--- config.mk ---
export PLATFORM = sky130hd
export DESIGN_NAME = pipeline_stall_ctrl_flat
export DESIGN_NICKNAME = d
export VERILOG_FILES = /design/src/rtl/pipeline_stall_ctrl_pkg.sv /design/src/rtl/pipeline_stall_ctrl_if.sv /design/src/rtl/pipeline_stall_ctrl_sat_counter.sv /design/src/rtl/pipeline_stall_ctrl.sv /design/src/flat_wrapper.sv
export SDC_FILE = /design/constraint.sdc
export NUM_CORES = 1
export LEC_CHECK = 0
export CORE_AREA = 2 2 39 41
export CTS_BUF_LIST = sky130_fd_sc_hd__clkbuf_4 sky130_fd_sc_hd__clkbuf_8
export DETAILED_ROUTE_END_ITERATION = 6
export DIE_AREA = 0 0 41 43
export PLACE_DENSITY_LB_ADDON = 0.08
export SLEW_MARGIN = 30
export SYNTH_ARGS = -nofsm -noshare
export SYNTH_HDL_FRONTEND = slang
export SYNTH_HIERARCHICAL = 1
export SYNTH_SLANG_ARGS = --single-unit
--- constraint.sdc ---
create_clock -name clk -period 1.8 [get_ports clk]
set_clock_uncertainty 0.15 [all_clocks]
set_input_delay 0.18 -clock clk [delete_from_list [all_inputs] [get_ports clk]]
set_output_delay 0.18 -clock clk [all_outputs]
set_load 0.02 [all_outputs]
--- src/rtl/pipeline_stall_ctrl_pkg.sv ---
// Shared encodings and constants for the pipeline stall/flush sequencer.
package pipeline_stall_ctrl_pkg;

    localparam int   STALL_WAIT_CNT_LEN = 8;
    localparam logic ZERO               = 1'b0;
    localparam logic ONE                = 1'b1;

    typedef enum logic [1:0] {
        STALL_ST_RUN      = 2'd0,
        STALL_ST_MEM_WAIT = 2'd1,
        STALL_ST_FAULT    = 2'd2
    } stall_state_e;

endpackage

--- src/rtl/pipeline_stall_ctrl_if.sv ---
// Hazard/branch/SRAM inputs and per-stage control outputs of the stall sequencer.
interface pipeline_stall_ctrl_if;

    logic hazard;
    logic branch_taken;
    logic mem_req;
    logic sram_ready;
    logic clr_fault;

    logic freeze_pc;
    logic freeze_if_id;
    logic bubble_id_exe;
    logic flush_if_id;
    logic freeze_back;
    logic fault;

    // master drives the pipeline status, slave is the stall controller
    modport master (
        output hazard, branch_taken, mem_req, sram_ready, clr_fault,
        input  freeze_pc, freeze_if_id, bubble_id_exe, flush_if_id, freeze_back, fault
    );

    modport slave (
        input  hazard, branch_taken, mem_req, sram_ready, clr_fault,
        output freeze_pc, freeze_if_id, bubble_id_exe, flush_if_id, freeze_back, fault
    );

endinterface

--- src/rtl/pipeline_stall_ctrl_sat_counter.sv ---
// Saturating up-counter with enable; sticks at all-ones, cleared only by reset.
module sat_counter #(
    parameter int W = 32
) (
    input  logic         clk,
    input  logic         rst_n,
    input  logic         en_i,
    output logic [W-1:0] count_o
);

    logic [W-1:0] count_q;
    logic [W-1:0] count_d;

    always_comb begin
        count_d = count_q;
        if (en_i && (count_q != {W{1'b1}})) begin
            count_d = count_q + W'(1);
        end
    end

    always_ff @(posedge clk or negedge rst_n) begin
        if (!rst_n) begin
            count_q <= '0;
        end else begin
            count_q <= count_d;
        end
    end

    assign count_o = count_q;

endmodule

--- src/rtl/pipeline_stall_ctrl.sv ---
// Stall/flush sequencer for the 5-stage pipeline with SRAM wait tracking and timeout fault.
// Define STALL_PERF_EN to add saturating stall/flush/mem-wait performance counters.
module pipeline_stall_ctrl
    import pipeline_stall_ctrl_pkg::*;
#(
    parameter int MEM_TIMEOUT = 64,
    parameter int CNT_W       = 32
) (
    input  logic                 clk,
    input  logic                 rst_n,
    pipeline_stall_ctrl_if.slave bus
`ifdef STALL_PERF_EN
    ,
    output logic [CNT_W-1:0]     stall_cycles_o,
    output logic [CNT_W-1:0]     flush_count_o,
    output logic [CNT_W-1:0]     mem_wait_cycles_o
`endif
);

    localparam logic [STALL_WAIT_CNT_LEN-1:0] WaitLast = STALL_WAIT_CNT_LEN'(MEM_TIMEOUT - 1);

    if (MEM_TIMEOUT < 2 || MEM_TIMEOUT > 255 || CNT_W < 1) begin : g_param_check
        $error("pipeline_stall_ctrl: MEM_TIMEOUT must be 2..255 and CNT_W at least 1");
    end

    stall_state_e                  state_q;
    stall_state_e                  state_d;
    logic [STALL_WAIT_CNT_LEN-1:0] wait_cnt_q;
    logic [STALL_WAIT_CNT_LEN-1:0] wait_cnt_d;

    logic mem_stall;
    logic freeze_pc;
    logic freeze_if_id;
    logic bubble_id_exe;
    logic flush_if_id;
    logic freeze_back;

    always_ff @(posedge clk or negedge rst_n) begin
        if (!rst_n) begin
            state_q    <= STALL_ST_RUN;
            wait_cnt_q <= '0;
        end else begin
            state_q    <= state_d;
            wait_cnt_q <= wait_cnt_d;
        end
    end

    // sram_ready is tested before the timeout so a completion on the last allowed cycle wins
    always_comb begin
        state_d    = state_q;
        wait_cnt_d = wait_cnt_q;
        unique case (state_q)
            STALL_ST_RUN: begin
                if (bus.mem_req && !bus.sram_ready) begin
                    state_d    = STALL_ST_MEM_WAIT;
                    wait_cnt_d = '0;
                end
            end
            STALL_ST_MEM_WAIT: begin
                wait_cnt_d = wait_cnt_q + STALL_WAIT_CNT_LEN'(1);
                if (bus.sram_ready) begin
                    state_d = STALL_ST_RUN;
                end else if (wait_cnt_q == WaitLast) begin
                    state_d = STALL_ST_FAULT;
                end
            end
            STALL_ST_FAULT: begin
                if (bus.clr_fault) begin
                    state_d = STALL_ST_RUN;
                end
            end
            default: state_d = STALL_ST_RUN;
        endcase
    end

    // A memory stall freezes ID and EXE, so a pending branch or hazard is simply held
    always_comb begin
        mem_stall     = (bus.mem_req & ~bus.sram_ready) | (state_q == STALL_ST_FAULT);
        freeze_pc     = ZERO;
        freeze_if_id  = ZERO;
        bubble_id_exe = ZERO;
        flush_if_id   = ZERO;
        freeze_back   = ZERO;
        if (mem_stall) begin
            freeze_pc    = ONE;
            freeze_if_id = ONE;
            freeze_back  = ONE;
        end else if (bus.branch_taken) begin
            flush_if_id   = ONE;
            bubble_id_exe = ONE;
        end else if (bus.hazard) begin
            freeze_pc     = ONE;
            freeze_if_id  = ONE;
            bubble_id_exe = ONE;
        end
    end

    assign bus.freeze_pc     = freeze_pc;
    assign bus.freeze_if_id  = freeze_if_id;
    assign bus.bubble_id_exe = bubble_id_exe;
    assign bus.flush_if_id   = flush_if_id;
    assign bus.freeze_back   = freeze_back;
    assign bus.fault         = (state_q == STALL_ST_FAULT);

`ifdef STALL_PERF_EN
    sat_counter #(.W(CNT_W)) u_stall_cnt (
        .clk     (clk),
        .rst_n   (rst_n),
        .en_i    (freeze_pc & ~flush_if_id),
        .count_o (stall_cycles_o)
    );

    sat_counter #(.W(CNT_W)) u_flush_cnt (
        .clk     (clk),
        .rst_n   (rst_n),
        .en_i    (flush_if_id),
        .count_o (flush_count_o)
    );

    sat_counter #(.W(CNT_W)) u_mem_wait_cnt (
        .clk     (clk),
        .rst_n   (rst_n),
        .en_i    (freeze_back),
        .count_o (mem_wait_cycles_o)
    );
`else
    // Counter build disabled: control outputs are unaffected.
`endif

endmodule

--- src/flat_wrapper.sv ---
// flat-port wrapper written by rule: the top's interface ports become plain ports
module pipeline_stall_ctrl_flat import pipeline_stall_ctrl_pkg::*;
#(
    parameter int MEM_TIMEOUT = 64,
    parameter int CNT_W       = 32
)
  (clk, rst_n, bus_hazard, bus_branch_taken, bus_mem_req, bus_sram_ready, bus_clr_fault, bus_freeze_pc, bus_freeze_if_id, bus_bubble_id_exe, bus_flush_if_id, bus_freeze_back, bus_fault);
  pipeline_stall_ctrl_if bus_i ();
  input  logic clk;
  input  logic rst_n;
  input wire logic [$bits(bus_i.hazard)-1:0] bus_hazard;
  input wire logic [$bits(bus_i.branch_taken)-1:0] bus_branch_taken;
  input wire logic [$bits(bus_i.mem_req)-1:0] bus_mem_req;
  input wire logic [$bits(bus_i.sram_ready)-1:0] bus_sram_ready;
  input wire logic [$bits(bus_i.clr_fault)-1:0] bus_clr_fault;
  output wire logic [$bits(bus_i.freeze_pc)-1:0] bus_freeze_pc;
  output wire logic [$bits(bus_i.freeze_if_id)-1:0] bus_freeze_if_id;
  output wire logic [$bits(bus_i.bubble_id_exe)-1:0] bus_bubble_id_exe;
  output wire logic [$bits(bus_i.flush_if_id)-1:0] bus_flush_if_id;
  output wire logic [$bits(bus_i.freeze_back)-1:0] bus_freeze_back;
  output wire logic [$bits(bus_i.fault)-1:0] bus_fault;
  assign bus_i.hazard = bus_hazard;
  assign bus_i.branch_taken = bus_branch_taken;
  assign bus_i.mem_req = bus_mem_req;
  assign bus_i.sram_ready = bus_sram_ready;
  assign bus_i.clr_fault = bus_clr_fault;
  assign bus_freeze_pc = bus_i.freeze_pc;
  assign bus_freeze_if_id = bus_i.freeze_if_id;
  assign bus_bubble_id_exe = bus_i.bubble_id_exe;
  assign bus_flush_if_id = bus_i.flush_if_id;
  assign bus_freeze_back = bus_i.freeze_back;
  assign bus_fault = bus_i.fault;
  pipeline_stall_ctrl #(.MEM_TIMEOUT(MEM_TIMEOUT), .CNT_W(CNT_W)) u_core (.clk(clk), .rst_n(rst_n), .bus(bus_i));
endmodule
# Yosys cells after proc, flatten, opt, wreduce, memory -nomap -nowiden
# Index checks and enable logic that the tools add are counted.
dict set report classes {
  addsub 1
  n_eq_ne 6
  mux 15
  bitwise_logic 3
  reduce_logical 6
}
# operator count
set op_table {}
lappend op_table {{case mux 8 bit (2 select lines)} 1}
lappend op_table {{adder 8 x 1 -> 8 bit, second input constant} 1}
lappend op_table {{equality test 8 x 6 -> 1 bit, second input constant} 1}
lappend op_table {{2-to-1 mux 1 bit} 8}
lappend op_table {{2-to-1 mux 2 bit} 4}
lappend op_table {{2-to-1 mux 8 bit} 1}
lappend op_table {{case mux 2 bit (3 select lines)} 1}
lappend op_table {{!= test 3 x 2 -> 1 bit, second input constant} 1}
lappend op_table {{AND reduction 3 bit} 1}
lappend op_table {{equality test 2 x 1 -> 1 bit, second input constant} 1}
lappend op_table {{equality test 2 bit, second input constant} 1}
lappend op_table {{logical NOT 2 bit} 1}
lappend op_table {{!= test 2 x 1 -> 1 bit, second input constant} 1}
lappend op_table {{!= test 2 bit, second input constant} 1}
lappend op_table {{AND reduction 2 bit} 1}
lappend op_table {{nonzero test 2 bit} 1}
lappend op_table {{AND 1 bit} 1}
lappend op_table {{logical AND 1 bit} 1}
lappend op_table {{logical NOT 1 bit} 1}
lappend op_table {{inverter 1 bit} 1}
lappend op_table {{OR 1 bit} 1}
dict set report totals {
  reg_bits 10
  in_bits 7
  output_inout_bits 6
  wordCells 33
}

# Longest topological paths before layout
# Gate-level depths: netlist of the first run.
dict set report depth {
  word_depth 4
  mapped_depth 4
  ltp_nobuf 4
}

# Worst setup path before layout of the first run
# Ideal clock, no wire load.
dict set report synth_path {
  kind {register to output}
  startpoint {reg u_core.state_q[0]}
  endpoint {out bus_freeze_pc}
  arrival_ps 1420
  setup_slack_ps 50
  stages_incl_launch_ff 5
  path_cell_list {dfrtp_1 > and2b_1 > nor2_1 > o21ai_0 > buf_4}
}
dict set report synth_via {
  elab_chain_cells 3
}
# item line_no
set synth_rtl {}
lappend synth_rtl {{start, declared} pipeline_stall_ctrl.sv:26} ;# stall_state_e state_q;
lappend synth_rtl {{start signal, assigned} pipeline_stall_ctrl.sv:43} ;# state_q <= state_d;
lappend synth_rtl {{equality test 2 bit} --}
lappend synth_rtl {{net bus_fault} flat_wrapper.sv:21} ;# output wire logic [$bits(bus_i.fault)-1:0] bus_fault;
lappend synth_rtl {{OR 1 bit} pipeline_stall_ctrl.sv:78} ;# mem_stall = (bus.mem_req & ~bus.sram_ready) | (state_q == STALL_ST_FAULT);
lappend synth_rtl {{2-to-1 mux 1 bit} pipeline_stall_ctrl.sv:84} ;# if (mem_stall) begin
lappend synth_rtl {{end, declared} flat_wrapper.sv:16} ;# output wire logic [$bits(bus_i.freeze_pc)-1:0] bus_freeze_pc;
# The timed path passes the listed nets, and every way through them passes these cells.

# Final worst setup path of the first run
dict set report layout_path {
  startpoint {reg u_core.state_q[1]}
  endpoint {out bus_freeze_back}
}
dict set report layout_via {
  elab_chain_cells 3
}
# item line_no
set layout_rtl {}
lappend layout_rtl {{equality test 2 bit} pipeline_stall_ctrl.sv:78}
lappend layout_rtl {{OR 1 bit} pipeline_stall_ctrl.sv:78}
lappend layout_rtl {{2-to-1 mux 1 bit} pipeline_stall_ctrl.sv:84}
lappend layout_rtl {{end, declared} flat_wrapper.sv:20} ;# output wire logic [$bits(bus_i.freeze_back)-1:0] bus_freeze_back;
# Every way passes these cells.

==> impl_metrics.env, run 1 <==
export IMPL_vias=479
export IMPL_syn_avg_cell_area_sq_um=10.4
export IMPL_rsz0062_at_grt="no"
export IMPL_power_density_mw_per_mm2=803
export IMPL_ys_ff_latch=10
export IMPL_nets=80
export IMPL_leakage_nw=0.330
export IMPL_netlist_instances=54
export IMPL_stdcell_count=86
export IMPL_die_h_um=43
export IMPL_synthTopCellsByArea="dfrtp_1, o311ai_2, mux2_2"
export IMPL_fp_coreArea_sq_mm=0.00138
export IMPL_cts_sinks=10
export IMPL_diodes=0
export IMPL_initial_core_util_pct=40.8
export IMPL_cts_buffers=3
export IMPL_ys_types=27
export IMPL_cts_hold_buf=0
export IMPL_fp_row_count=14
export IMPL_hold_viol_final=0
export IMPL_detailed_place_hpwl_um=927
export IMPL_final_antenna_net_count=0
export IMPL_synth_top_cell_area_share_pct=44.3
export IMPL_ys_seq_area_share_pct=44.3
export IMPL_yosysWarnings=6
export IMPL_min_period_over_period_pct=93.1
export IMPL_postCtsSetupRepairBufs=0
export IMPL_first_iter_violations=24
export IMPL_fmax_ghz=0.597
export IMPL_synth_fp_nets=62
export IMPL_die_w_um=41
export IMPL_grt_pass1_wl_um=2010
export IMPL_crit_type="flip-flop to output port"
export IMPL_syn_to_final_growth_pct=27.1
export IMPL_setup_viol=0
export IMPL_path_buf_inv=2
export IMPL_peakVddDrop_uv=377
export IMPL_fillers=125
export IMPL_port_buffer_count=12
export IMPL_yosysTopAreaCell="dfrtp_1"
export IMPL_start_kind="flip-flop"
export IMPL_place_congestion=0.732
export IMPL_critPathMaxStageDelay_ns=0.38
export IMPL_wire_per_inst_um=14.0
export IMPL_max_cap_viol_count=0
export IMPL_drc=0
export IMPL_yosysMostFrequentCell="dfrtp_1"
export IMPL_clockRootBuffer="clkbuf_4"
export IMPL_worst_path_stages=4
export IMPL_place_inst=83
export IMPL_cp_cell_sequence="and2b_1, nor2_2, inv_1, dlygate4sd2_1"
export IMPL_grt_max_degree=11
export IMPL_ys_flop_type="dfrtp_1"
export IMPL_worstMarginPinSlew_ns=0.457
export IMPL_clk_pin_slew_ns=0.06
export IMPL_async_reset_ff_share_pct=100
export IMPL_synth_area_sq_um=564
export IMPL_drt_pre_antenna_iters=4
export IMPL_holdWs_ns=0.0849
export IMPL_crit_fanout=4
export IMPL_cts_tree="done"
export IMPL_arrival_ns=1.35
export IMPL_ios=13
export IMPL_drive_gt1_share_pct=22.9
export IMPL_drv_slew=0
export IMPL_cts_max_level=1
export IMPL_seqCellArea_sq_um=250
export IMPL_drt_wl_total_um=1210
export IMPL_synth_edf_count=0
export IMPL_end_kind="output port"
export IMPL_crit_slowest_cell="dfrtp_1"
export IMPL_antenna_found_initial=0
export IMPL_cp_top_family="flip-flops"
export IMPL_clk_path_buf_depth=2
export IMPL_grt_pass1_vias=447
export IMPL_relSlewSlack_pct=69.2
export IMPL_fin_crit_ns=1.68
export IMPL_grt_overflow=0
export IMPL_power_mw=0.576
export IMPL_crit_required_ns=1.47
export IMPL_min_path_type="primary input to asynchronous set/reset pin"
export IMPL_tns_ns=0
export IMPL_avgViaCountPerCell=5.57
export IMPL_ff2ff_path_depth=4
export IMPL_grtUsageTotal_pct=17.4
export IMPL_status="finished, final reports clean"
export IMPL_dieArea_sq_mm=0.00176
export IMPL_synth_common_cells="dfrtp_1, inv_1, nand2_1, nor2_1, o31ai_1"
export IMPL_clock_latency_ns=0.26
export IMPL_multiInputGateArea_sq_um=289
## cell type report
class / count / share of cell area, %
timing repair buffer: 15 / 16.8
clock buffer: 3 / 3.14
inverter: 4 / 2.09
tap: 16 / 2.79
sequential: 10 / 34.9
multi-input combinational: 38 / 40.3
## repair_timing
action                                  CTS  global route
resized for setup                         7            10
cloned                                    0             0
endpoints found under the setup margin    6             4
## worst reg2reg max path, delay by kind of cell (launching register included)
family	cells	cell delay (ns)
AO/OA/AOI/OAI	2	0.24
buffers and inverters	1	0.16
flip-flops	1	0.37
AND/OR/NAND/NOR	1	0.58
## per-layer routing
layer | part of all wire [%] | GRT usage [%] | routed length, um | vias to the layer above
met4 | 1.5 | 10.0 | 18 | 0
li1 | - | - | - | 238
met5 | 0 | 0 | 0 | -
met1 | 45 | 21.7 | 539 | 226
met2 | 48 | 25.6 | 584 | 11
met3 | 5.3 | 4.71 | 64 | 4
## state kept, by name, indices dropped and copies added (netlist names)
signal / count
u_core/state_q: 2
u_core/wait_cnt_q: 8
## power by group
group          internal [mW]  switching, mW  total (mW)
combinational         0.0728         0.0718       0.145
clock                 0.0769         0.0694       0.146
sequential             0.253         0.0314       0.285
total                  0.403          0.173       0.576
## path summary, 6_finish.rpt
path / from / slack (ns) / end
worst max register to register: u_core/state_q[0] / 0.16 / u_core/wait_cnt_q[7]
min in group clk: u_core/wait_cnt_q[4] / 0.39 / u_core/wait_cnt_q[4]
worst max-delay path: u_core/state_q[1] / 0.12 / bus_freeze_back
max in group asynchronous: rst_n / 1.11 / u_core/wait_cnt_q[7]
worst min-delay path: rst_n / 0.08 / u_core/wait_cnt_q[1]
worst min register to register: u_core/wait_cnt_q[4] / 0.39 / u_core/wait_cnt_q[4]
## per-stage QoR
stage / utilization (%) / area (sq um) / setup WS [ns]
floorplan: - / 564 / 0.0500
global placement: 51.6 / 714 / -0.181
detailed placement: 51.6 / 714 / -0.190
CTS: 52.9 / 732 / 0.00487
global route: 51.8 / 717 / 0.0322
finish: 51.8 / 717 / 0.124
## cells by family (layout without fill, tap and decap cells)
kind of cell,after synthesis,in the layout,synth area share (%)
simple gates,18,18,18.2
compound gates,16,16,24.6
buf+inv,6,22,4.88
mux,3,3,5.76
flops,10,10,44.3
fa+ha+maj,1,1,2.22
## cell usage in the layout (no fill, tap or decap), types with 3 or more instances in the layout
cell / synthesis / routed
o31ai_1: 3 / 3
buf_4: 1 / 3
clkbuf_4: 0 / 3
nand2_1: 3 / 3
clkdlybuf4s50_1: 0 / 6
inv_1: 4 / 4
dfrtp_1: 10 / 10
clkbuf_2: 0 / 4
No activity file was read; power rests on OpenSTA's default activity.
==> inputs of run 2 (changes only) <==
REMOVE_ABC_BUFFERS = 1   (was default)
clock period = 1.6 ns   (was 1.8 ns; I/O delays follow)
==> run 2 against run 1 <==
Net effect: wire length rose by 2.0%; sequential share of layout area fell by 1.8 points; critical path depth did not move; critical path type unchanged; critical endpoint is now bus_bubble_id_exe; largest power group unchanged.
==> impl_metrics.env, run 2 (synthesis gave the netlist of run 1 again) <==
export IMPL_peakVddDrop_uv=459
export IMPL_grtUsageTotal_pct=18.0
export IMPL_drt_wl_total_um=1230
export IMPL_drv_slew=0
export IMPL_worst_slack_ns=0.0261
export IMPL_power_density_mw_per_mm2=873
export IMPL_fp_row_count=14
export IMPL_grt_max_degree=11
export IMPL_place_congestion=0.722
export IMPL_final_cell_mix="dfrtp_1, clkdlybuf4s50_1, buf_4"
export IMPL_place_inst=84
export IMPL_clk_pin_slew_ns=0.06
export IMPL_drive_gt1_share_pct=33.3
export IMPL_tns_ns=0
export IMPL_multiInputGateArea_sq_um=303
export IMPL_ff2ff_path_depth=4
export IMPL_dieArea_sq_mm=0.00176
export IMPL_rsz0062_at_grt="yes"
export IMPL_cts_max_level=1
export IMPL_antenna_found_initial=0
export IMPL_stdcell_count=88
export IMPL_worstMarginPinSlew_ns=0.469
export IMPL_seqCellArea_sq_um=250
export IMPL_wire_per_inst_um=14.0
export IMPL_critPathMaxStageDelay_ns=0.39
export IMPL_cts_buffers=3
export IMPL_dp_slack_ns=-0.363
export IMPL_utilization_pct=54.7
export IMPL_fin_crit_ns=1.57
export IMPL_leakage_nw=0.345
export IMPL_relSlewSlack_pct=68.6
export IMPL_die_h_um=43
export IMPL_port_buffer_count=12
export IMPL_grt_overflow=0
export IMPL_max_cap_viol_count=0
export IMPL_fp_coreArea_sq_mm=0.00138
export IMPL_avgViaCountPerCell=5.57
export IMPL_cts_hold_buf=0
export IMPL_syn_to_final_growth_pct=34.1
export IMPL_crit_start="u_core/state_q[1]"
export IMPL_die_w_um=41
export IMPL_initial_core_util_pct=40.8
export IMPL_crit_slowest_cell="dfrtp_1"
export IMPL_clk_path_buf_depth=2
export IMPL_arrival_ns=1.26
export IMPL_drt_pre_antenna_iters=4
export IMPL_final_antenna_net_count=0
export IMPL_crit_type="flip-flop to output port"
export IMPL_cts_sinks=10
export IMPL_first_iter_violations=9
export IMPL_reg_top3="u_core/wait_cnt_q x8, u_core/state_q x2"
export IMPL_cp_top_family="flip-flops"
export IMPL_fmax_ghz=0.635
export IMPL_drc=0
export IMPL_setup_viol=0
export IMPL_path_buf_inv=1
export IMPL_grt_pass1_vias=487
export IMPL_cp_cell_sequence="and2b_2, nor2_4, o21a_1, buf_6"
export IMPL_clock_latency_ns=0.26
export IMPL_layout_commonest_cell="dfrtp_1"
export IMPL_grt_pass1_wl_um=2100
export IMPL_vias=490
export IMPL_reg2reg_slack_ns=0.04
export IMPL_fillers=125
export IMPL_r2r_start="u_core/state_q[0]"
export IMPL_diodes=0
export IMPL_crit_fanout=4
export IMPL_clockRootBuffer="clkbuf_4"
export IMPL_r2r_end="u_core/wait_cnt_q[6]"
export IMPL_end_kind="output port"
export IMPL_min_period_over_period_pct=98.4
export IMPL_largest_register="u_core/wait_cnt_q"
export IMPL_hold_viol_final=0
export IMPL_cts_tree="done"
export IMPL_detailed_place_hpwl_um=901
export IMPL_start_kind="flip-flop"
export IMPL_crit_required_ns=1.29
export IMPL_largest_reg_flops=8
export IMPL_nets=82
export IMPL_min_path_type="primary input to asynchronous set/reset pin"
export IMPL_ios=13
export IMPL_status="finished, final reports clean"
## run 2: changes by cell type in the layout (fill, tap and decap cells not counted), sizes merged
cell / before / now
clkbuf: 7 / 3
buf: 3 / 11
dlygate4sd2: 2 / 0
## run 2: how the worst max path moves through the flow
stage                              to  slack (ns)  cells after the start
finish              bus_bubble_id_exe        0.03                      4
global route         bus_freeze_if_id       -0.05                      4
CTS                   bus_flush_if_id       0.005                      4
detailed placement    bus_flush_if_id       -0.36                      5
global placement      bus_flush_if_id       -0.35                      5
floorplan            bus_freeze_if_id       -0.03                      3
## run 2: final cells by class
| type | count | area share [%] |
|---|---|---|
| tap | 16 | 2.64 |
| inverter | 4 | 1.98 |
| clock buffer | 3 | 2.98 |
| multi-input combinational | 38 | 40.0 |
| sequential | 10 | 33.1 |
| timing repair buffer | 17 | 19.3 |
## run 2: stage by stage
stage	cell area [sq um]	power (mW)	hold slack, ns
2_1_floorplan	552	0.422	-0.286
3_3_place_gp	722	0.489	0.345
3_5_place_dp	722	0.489	0.356
4_1_cts	723	0.659	0.0777
5_1_grt	757	0.707	0.102
6_report	757	0.661	0.0652
## run 2: repair_timing
| item | 4_1_cts | 5_1_grt |
|---|---|---|
| pin swaps | 2 | 0 |
| endpoints found under the setup margin | 9 | 8 |
| buffers inserted | 0 | 1 |
| gates resized for setup | 26 | 13 |
## run 2: where the power goes
| group | total, mW | internal [mW] | switching [mW] |
|---|---|---|---|
| Sequential | 0.320 | 0.285 | 0.0353 |
| Clock | 0.171 | 0.0868 | 0.0838 |
| Combinational | 0.170 | 0.0900 | 0.0798 |
## run 2: per-layer routing
metal | GRT usage, % | routed length (um) | share of wire (%)
met1 | 24.9 | 595 | 48
met2 | 24.4 | 548 | 45
met4 | 10.0 | 24 | 2.0
met5 | 0 | 0 | 0
met3 | 4.71 | 62 | 5.0
